$ cat src/rtl/imem_loader.sv
// Loads a program into instruction memory from a byte stream: count byte, 2N
// instruction bytes (high byte first), then an XOR checksum byte.
module imem_loader #(
  parameter int ADDR_WIDTH = 8,
  parameter int INSTR_WIDTH = 16,
  parameter logic [ADDR_WIDTH-1:0] BASE_ADDR = '0
) (
  input  logic                   clk,
  input  logic                   reset,
  input  logic                   start,
  input  logic [7:0]             rx_data,
  input  logic                   rx_valid,
  output logic                   rx_ready,
  output logic                   imem_we,
  output logic [ADDR_WIDTH-1:0]  imem_addr,
  output logic [INSTR_WIDTH-1:0] imem_wdata,
  output logic                   cpu_hold,
  output logic                   busy,
  output logic                   done,
  output logic                   chk_err,
  output logic [8:0]             words_loaded
);

  typedef enum logic [2:0] {
    S_IDLE, S_COUNT, S_HI, S_LO, S_WRITE, S_CHECK, S_DONE
  } state_t;

  state_t state, next_state;

  logic [7:0]             count_q;
  logic [7:0]             idx_q;
  logic [7:0]             hi_q;
  logic [7:0]             xor_q;
  logic [ADDR_WIDTH-1:0]  addr_q;
  logic [INSTR_WIDTH-1:0] wdata_q;
  logic                   xfer;

  assign xfer = rx_valid && rx_ready;

  always_comb begin
    next_state = state;
    rx_ready   = 1'b0;
    case (state)
      S_IDLE: begin
        if (start) next_state = S_COUNT;
      end
      S_COUNT: begin
        rx_ready = 1'b1;
        if (xfer) next_state = (rx_data == 8'd0) ? S_CHECK : S_HI;
      end
      S_HI: begin
        rx_ready = 1'b1;
        if (xfer) next_state = S_LO;
      end
      S_LO: begin
        rx_ready = 1'b1;
        if (xfer) next_state = S_WRITE;
      end
      S_WRITE: begin
        next_state = (idx_q + 8'd1 == count_q) ? S_CHECK : S_HI;
      end
      S_CHECK: begin
        rx_ready = 1'b1;
        if (xfer) next_state = S_DONE;
      end
      S_DONE: begin
        next_state = S_IDLE;
      end
      default: next_state = S_IDLE;
    endcase
  end

  always_ff @(posedge clk) begin
    if (reset) state <= S_IDLE;
    else       state <= next_state;
  end

  // Write address/data are captured on the LO byte so they are stable during
  // WRITE and keep their last value afterwards.
  always_ff @(posedge clk) begin
    if (reset) begin
      count_q      <= '0;
      idx_q        <= '0;
      hi_q         <= '0;
      xor_q        <= '0;
      addr_q       <= '0;
      wdata_q      <= '0;
      chk_err      <= 1'b0;
      words_loaded <= '0;
    end else begin
      case (state)
        S_IDLE: begin
          if (start) begin
            chk_err      <= 1'b0;
            words_loaded <= '0;
            xor_q        <= '0;
            idx_q        <= '0;
          end
        end
        S_COUNT: begin
          if (xfer) count_q <= rx_data;
        end
        S_HI: begin
          if (xfer) begin
            hi_q  <= rx_data;
            xor_q <= xor_q ^ rx_data;
          end
        end
        S_LO: begin
          if (xfer) begin
            wdata_q <= {hi_q, rx_data};
            addr_q  <= BASE_ADDR + ADDR_WIDTH'(idx_q);
            xor_q   <= xor_q ^ rx_data;
          end
        end
        S_WRITE: begin
          idx_q        <= idx_q + 8'd1;
          words_loaded <= words_loaded + 9'd1;
        end
        S_CHECK: begin
          if (xfer) chk_err <= (rx_data != xor_q);
        end
        default: ;
      endcase
    end
  end

  assign imem_we    = (state == S_WRITE);
  assign imem_addr  = addr_q;
  assign imem_wdata = wdata_q;
  assign cpu_hold   = (state != S_IDLE);
  assign busy       = (state != S_IDLE);
  assign done       = (state == S_DONE);

endmodule
$ cat config.mk
export PLATFORM = sky130hd
export DESIGN_NAME = imem_loader
export DESIGN_NICKNAME = d
export VERILOG_FILES = /design/src/rtl/imem_loader.sv
export SDC_FILE = /design/constraint.sdc
export NUM_CORES = 1
export LEC_CHECK = 0
export CAP_MARGIN = 40
export CORE_ASPECT_RATIO = 1.75
export CORE_UTILIZATION = 30
export DETAILED_ROUTE_END_ITERATION = 8
export GPL_ROUTABILITY_DRIVEN = 0
export GPL_TIMING_DRIVEN = 0
export PLACE_DENSITY = 0.57
export SLEW_MARGIN = 20
export SYNTH_ARGS = -nofsm -noshare
export SYNTH_HDL_FRONTEND = slang
export SYNTH_SLANG_ARGS = --single-unit
$ cat constraint.sdc
create_clock -name clk -period 4.7 [get_ports clk]
set_input_delay 0.705 -clock clk [delete_from_list [all_inputs] [get_ports clk]]
set_output_delay 0.705 -clock clk [all_outputs]
set_load 0.01 [all_outputs]
==> After elaboration in Yosys (flattened, before gate mapping) <==
Index checks and enable logic that the tools add are counted.
W data, S select, Z words.
{ "word_totals": {"word_cells": 60, "inputBits": 12, "reg_bits": 69, "out_inout_bits": 39} }
{ "classes": {"mux": 18, "n_eq_ne": 14, "bitwise_logic": 1, "add_sub_neg": 2, "reduce_logical": 16} }
{ "op_table": {"columns": ["op", "count"], "rows": [
  ["$pmux W8 S2", 2],
  ["$mux W3", 7],
  ["$pmux W3 S6", 1],
  ["$pmux W9 S2", 1],
  ["$mux W8", 2],
  ["$ne A2 B2 Y1 const B", 5],
  ["$add A9 B1 Y9 const B", 1],
  ["$eq A3 B3 Y1 const B", 3],
  ["$mux W9", 1],
  ["$add A8 B1 Y8 const B", 1],
  ["$eq A8 B8 Y1", 1],
  ["$logic_not A8 Y1", 1],
  ["$ne A8 B8 Y1", 1],
  ["$reduce_and A2 Y1", 4],
  ["$xor A8 B8 Y8", 1],
  ["$eq A3 B2 Y1 const B", 2],
  ["$reduce_and A3 Y1", 2],
  ["$reduce_bool A2 Y1", 3],
  ["$reduce_and A5 Y1", 1],
  ["$reduce_or A4 Y1", 1],
  ["$eq A3 B1 Y1 const B", 1],
  ["$logic_not A3 Y1", 1],
  ["$mux W1", 3],
  ["$reduce_bool A3 Y1", 1],
  ["other kinds (4)", 4]
]} }

==> Longest topological paths before layout <==
Gate-level depths: netlist of the first run.
{ "logic_depth": {"word_depth": 6, "depth_mapped": 9, "depth_no_buf": 7} }

==> Worst setup path after synthesis of the first run <==
No wires, ideal clock.
{ "synth_timing": {"kind": "reg2out", "from": "register state[1]", "to": "output port cpu_hold", "arrival_time_ns": 1.211, "t_required_ns": 3.995, "stages_incl_launch_ff": 5, "n_path_buf": 3, "slack_ns": 2.784, "path_cell_list": "dfxtp_1 -> buf_2 -> buf_1 -> or3_1 -> buf_4"} }
{ "synth_via": {"elab_chain_len": 1} }
{ "synth_rtl": {"columns": ["element", "line_no", "rtl"], "rows": [
  ["start: declaration", "28", "state_t state, next_state;"],
  ["start signal: assignment", "75", "else state <= next_state;"],
  ["$reduce_bool A3 Y1", null, null],
  ["end: declaration", "17", "output logic cpu_hold,"]
]} }
Every way passes these cells.

==> Worst setup path in the final report of the first run <==
{ "layout_timing": {"from": "register state[1]", "to": "output port imem_we"} }
{ "layout_via": {"elab_chain_len": 1} }
{ "layout_rtl": {"columns": ["element", "line_no", "rtl"], "rows": [
  ["$eq A3 B3 Y1", "128", "assign imem_we = (state == S_WRITE);"],
  ["end: declaration", "14", "output logic imem_we,"]
]} }
Every way passes these cells.

==> flow_metrics.env, run 1 <==
export IMPL_placed_cell_area_um2=3890
export IMPL_dieWidth_um=81.5
export IMPL_worstReg2RegStart="idx_q[0]$_SDFFE_PP0P_"
export IMPL_worst_ir_drop_vdd_uv=210
export IMPL_cap_violations=0
export IMPL_drt_wl_total_um=9120
export IMPL_ys_warn_count=0
export IMPL_stdcell_count=616
export IMPL_coreArea_um2=10800
export IMPL_drc_errors=0
export IMPL_min_path_type="reg -> reg"
export IMPL_dp_cells=600
export IMPL_grt_max_degree=13
export IMPL_clock_latency_ns=0.34
export IMPL_synth_fp_nets=443
export IMPL_grt_ovfl_total=0
export IMPL_avgViaCountPerCell=5.10
export IMPL_crit_type="reg -> out"
export IMPL_dp_hpwl_um=6770
export IMPL_max_freq_mhz=358
export IMPL_crit_chain="buf_2 > nor2_4 > nand2_1 > inv_2 > buf_2 > clkdlybuf4s50_1"
export IMPL_tightest_slew_ns=0.572
export IMPL_yosys_register_bits=69
export IMPL_worst_slack_ns=1.91
export IMPL_dieHeight_um=141
export IMPL_p_total_w=0.00160
export IMPL_first_pass_iters=4
export IMPL_drive_above_1_share_pct=8.85
export IMPL_drt_initial_drc_count=133
export IMPL_synth_top_area_cell="dfxtp_1"
export IMPL_avgRoutedWirePerCell_um=14.8
export IMPL_grt_pass1_vias=3139
export IMPL_synthFlopType="dfxtp_1"
export IMPL_arrival_ns=2.09
export IMPL_post_route_period_util_pct=59.4
export IMPL_setup_viol=0
export IMPL_drv_slew=0
export IMPL_synth_area_leaders="dfxtp_1 (42%), nand2_1 (10%), a21oi_1 (10%), o21ai_0 (3.5%), nor2_1 (3.2%)"
export IMPL_stdcell_area_um2=4260
export IMPL_crit_fanout=10
export IMPL_place_ws_ns=2.09
export IMPL_synth_most_common_cell="nand2_1"
export IMPL_numPortBuffers=41
export IMPL_async_reset_ff_share_pct=0
export IMPL_p_leak_nw=1.47
export IMPL_cts_hold_buf=0
export IMPL_synthDistinctLibCells=49
export IMPL_crit_family="buffers and inverters"
export IMPL_vias=3142
export IMPL_yosysTopAreaCellShare_pct=41.6
export IMPL_synth_edf_count=0
export IMPL_cts_tree="yes"
export IMPL_antenna_found_initial=0
export IMPL_synth_area_um2=3320
export IMPL_ctsResizeCount=0
export IMPL_cts_sinks=69
export IMPL_cp_num_buf_inv=4
export IMPL_ant_nets=0
export IMPL_cts_path_max_buffers=2
export IMPL_slew_headroom_pct=61.5
export IMPL_diodes=0
export IMPL_grt_pass1_wl_um=15300
export IMPL_crit_path_start_kind="flop"
export IMPL_avgSynthCellArea_um2=7.73
export IMPL_yosysSeqAreaShare_pct=41.6
export IMPL_slowest_delay_ns=0.58
export IMPL_postCtsSetupRepairBufs=0
export IMPL_crit_slowest_cell="clkdlybuf4s50_1"
export IMPL_finalClockSkew_ns=0.00618
export IMPL_clkSlewWorstSetupHoldPaths_ns=0.06
export IMPL_power_density_nw_per_um2=376
export IMPL_final_hold_viol_count=0
export IMPL_worstPathRequired_ns=3.99
export IMPL_finalCriticalPeriod_ns=2.79
export IMPL_crit_path_end_kind="output port"
export IMPL_initial_core_util_pct=30.8
export IMPL_grt_usage_pct=17.8
export IMPL_io_pins=51
export IMPL_cp_common_cell="buf_2"
export IMPL_fp_row_count=50
export IMPL_rsz0062_at_grt="no"
export IMPL_finalSetupTns_ns=0
export IMPL_cts_root_buffer="clkbuf_16"
export IMPL_die_area_um2=11500
export IMPL_yosys_top_cells_count="nand2_1 (89), dfxtp_1 (69), a21oi_1 (66)"
export IMPL_numCtsBuffers=9
export IMPL_status="finished, final reports clean"
export IMPL_fillers=1134
export IMPL_nets=495
export IMPL_crit_start="state[1]$_SDFFE_PP0P_"
export IMPL_area_growth_syn_to_layout_pct=28.5
export IMPL_syn_inst=429
export IMPL_cts_max_level=3
export IMPL_hold_path_startpoint="imem_wdata[14]$_SDFFE_PP0P_"
==> per-stage QoR <==
stage                     util [%]  hold slack (ns)
final                         39.6            0.452
after CTS                     39.6            0.457
after floorplan                  -            0.428
after global placement        36.2            0.443
after global routing          39.6            0.476
after detailed placement      36.2            0.446
==> worst reg2reg max path, delay by kind of cell (launching register included) <==
family	cells	cell delay, ns
AOI/OAI and AO/OA	2	0.41
and+or+nand+nor	3	0.70
DFF	1	0.54
adders and majority gates	1	0.33
==> final timing paths <==
path | end | slack, ns | depth (start not counted)
max reg2reg | state[2]$_SDFFE_PP0P_ | 2.63 | 6
min reg2reg | imem_wdata[14]$_SDFFE_PP0P_ | 0.45 | 2
min | imem_wdata[14]$_SDFFE_PP0P_ | 0.45 | 2
max | imem_we | 1.91 | 6
==> cell usage in the layout, fill, tap and decap left out, drive strengths merged, types with 2 or more instances in the layout <==
cell type / count
nand4: 7
clkdlybuf4s50: 41
or3: 5
a211oi: 3
a22oi: 4
mux2: 2
nor2: 31
a31oi: 5
nand2: 89
dfxtp: 69
nand3b: 10
inv: 4
nor2b: 6
and3: 3
buf: 17
nand3: 6
a21oi: 66
xnor2: 6
nor4: 6
or2: 2
bufinv: 4
o21ai: 31
and2: 3
nor3: 3
xor2: 9
clkinv: 2
clkbuf: 34
a311oi: 2
ha: 2
nor3b: 3
==> cell families (layout without fill, tap and decap cells) <==
family	count (synthesis)	in the layout	share of synthesized area, %
buffers and inverters	45	102	6.00
xor gates and xnor gates	15	15	4.19
DFF	69	69	41.6
muxes	2	2	0.679
and+or+nand+nor	177	177	26.1
AOI/OAI and AO/OA	119	119	20.6
adders and majority gates	2	2	0.754
==> registers in the layout (all words and copies together) (netlist names) <==
| signal | cells |
|---|---|
| state | 3 |
| idx_q | 8 |
| chk_err | 1 |
| count_q | 8 |
| imem_wdata | 16 |
| words_loaded | 9 |
| imem_addr | 8 |
| xor_q | 8 |
| hi_q | 8 |
==> routing by layer <==
| layer | up-vias | track usage (%) | share of wire (%) |
|---|---|---|---|
| li1 | 1573 | - | - |
| met2 | 84 | 31.4 | 55 |
| met4 | 0 | 10.5 | 3.4 |
| met1 | 1460 | 18.7 | 38 |
| met5 | - | 0 | 0 |
| met3 | 25 | 3.56 | 3.8 |
==> cell type report <==
cell class / instances / area [um2] / area share [%]
Clock inverter: 6 / 134 / 3.14
Tap cell: 130 / 163 / 3.81
Sequential cell: 69 / 1380 / 32.4
Multi-Input combinational cell: 315 / 1740 / 40.8
Inverter: 4 / 15.0 / 0.352
Clock buffer: 10 / 239 / 5.60
Timing Repair Buffer: 41 / 410 / 9.62
Buffer: 41 / 184 / 4.31
==> power by group <==
group	internal (W)	total (W)	switching [W]
combinational	0.0000550	0.000152	0.0000966
sequential	0.000597	0.000606	0.00000938
clock	0.000586	0.000844	0.000258
Note: power is estimated with default switching activity, not from simulation.
==> inputs of run 2 (changes only) <==
clock period = 2.65 ns   (was 4.7 ns; I/O delays follow)
==> results of run 2 <==
The final DEF is identical to that of run 1. Status: finished, final reports clean.
Among the figures that moved: setup slack after placement 2.09 ns -> 0.343 ns; clock-pin slew on the worst setup and hold paths 0.06 ns -> 0.05 ns; setup slack after layout 1.91 ns -> 0.165 ns; hold slack 0.452 ns -> 0.382 ns; register-to-register setup slack 2.63 ns -> 0.58 ns; end point of the worst hold path imem_wdata[14]$_SDFFE_PP0P_ -> hi_q[7]$_SDFFE_PP0P_; total power 0.00160 W -> 0.00284 W; worst IR drop on VDD 210 uV -> 372 uV
==> inputs of run 3 (changes only) <==
GPL_ROUTABILITY_DRIVEN = default   (was 0)
SLEW_MARGIN = default   (was 20)
==> results of run 3 <==
The final DEF is identical to that of run 1. Status: finished, final reports clean.
Among the figures that moved: setup slack after placement 2.09 ns -> 0.343 ns; clock-pin slew on the worst setup and hold paths 0.06 ns -> 0.05 ns; setup slack after layout 1.91 ns -> 0.165 ns; hold slack 0.452 ns -> 0.382 ns; register-to-register setup slack 2.63 ns -> 0.58 ns; end point of the worst hold path imem_wdata[14]$_SDFFE_PP0P_ -> hi_q[7]$_SDFFE_PP0P_; total power 0.00160 W -> 0.00284 W; worst IR drop on VDD 210 uV -> 372 uV
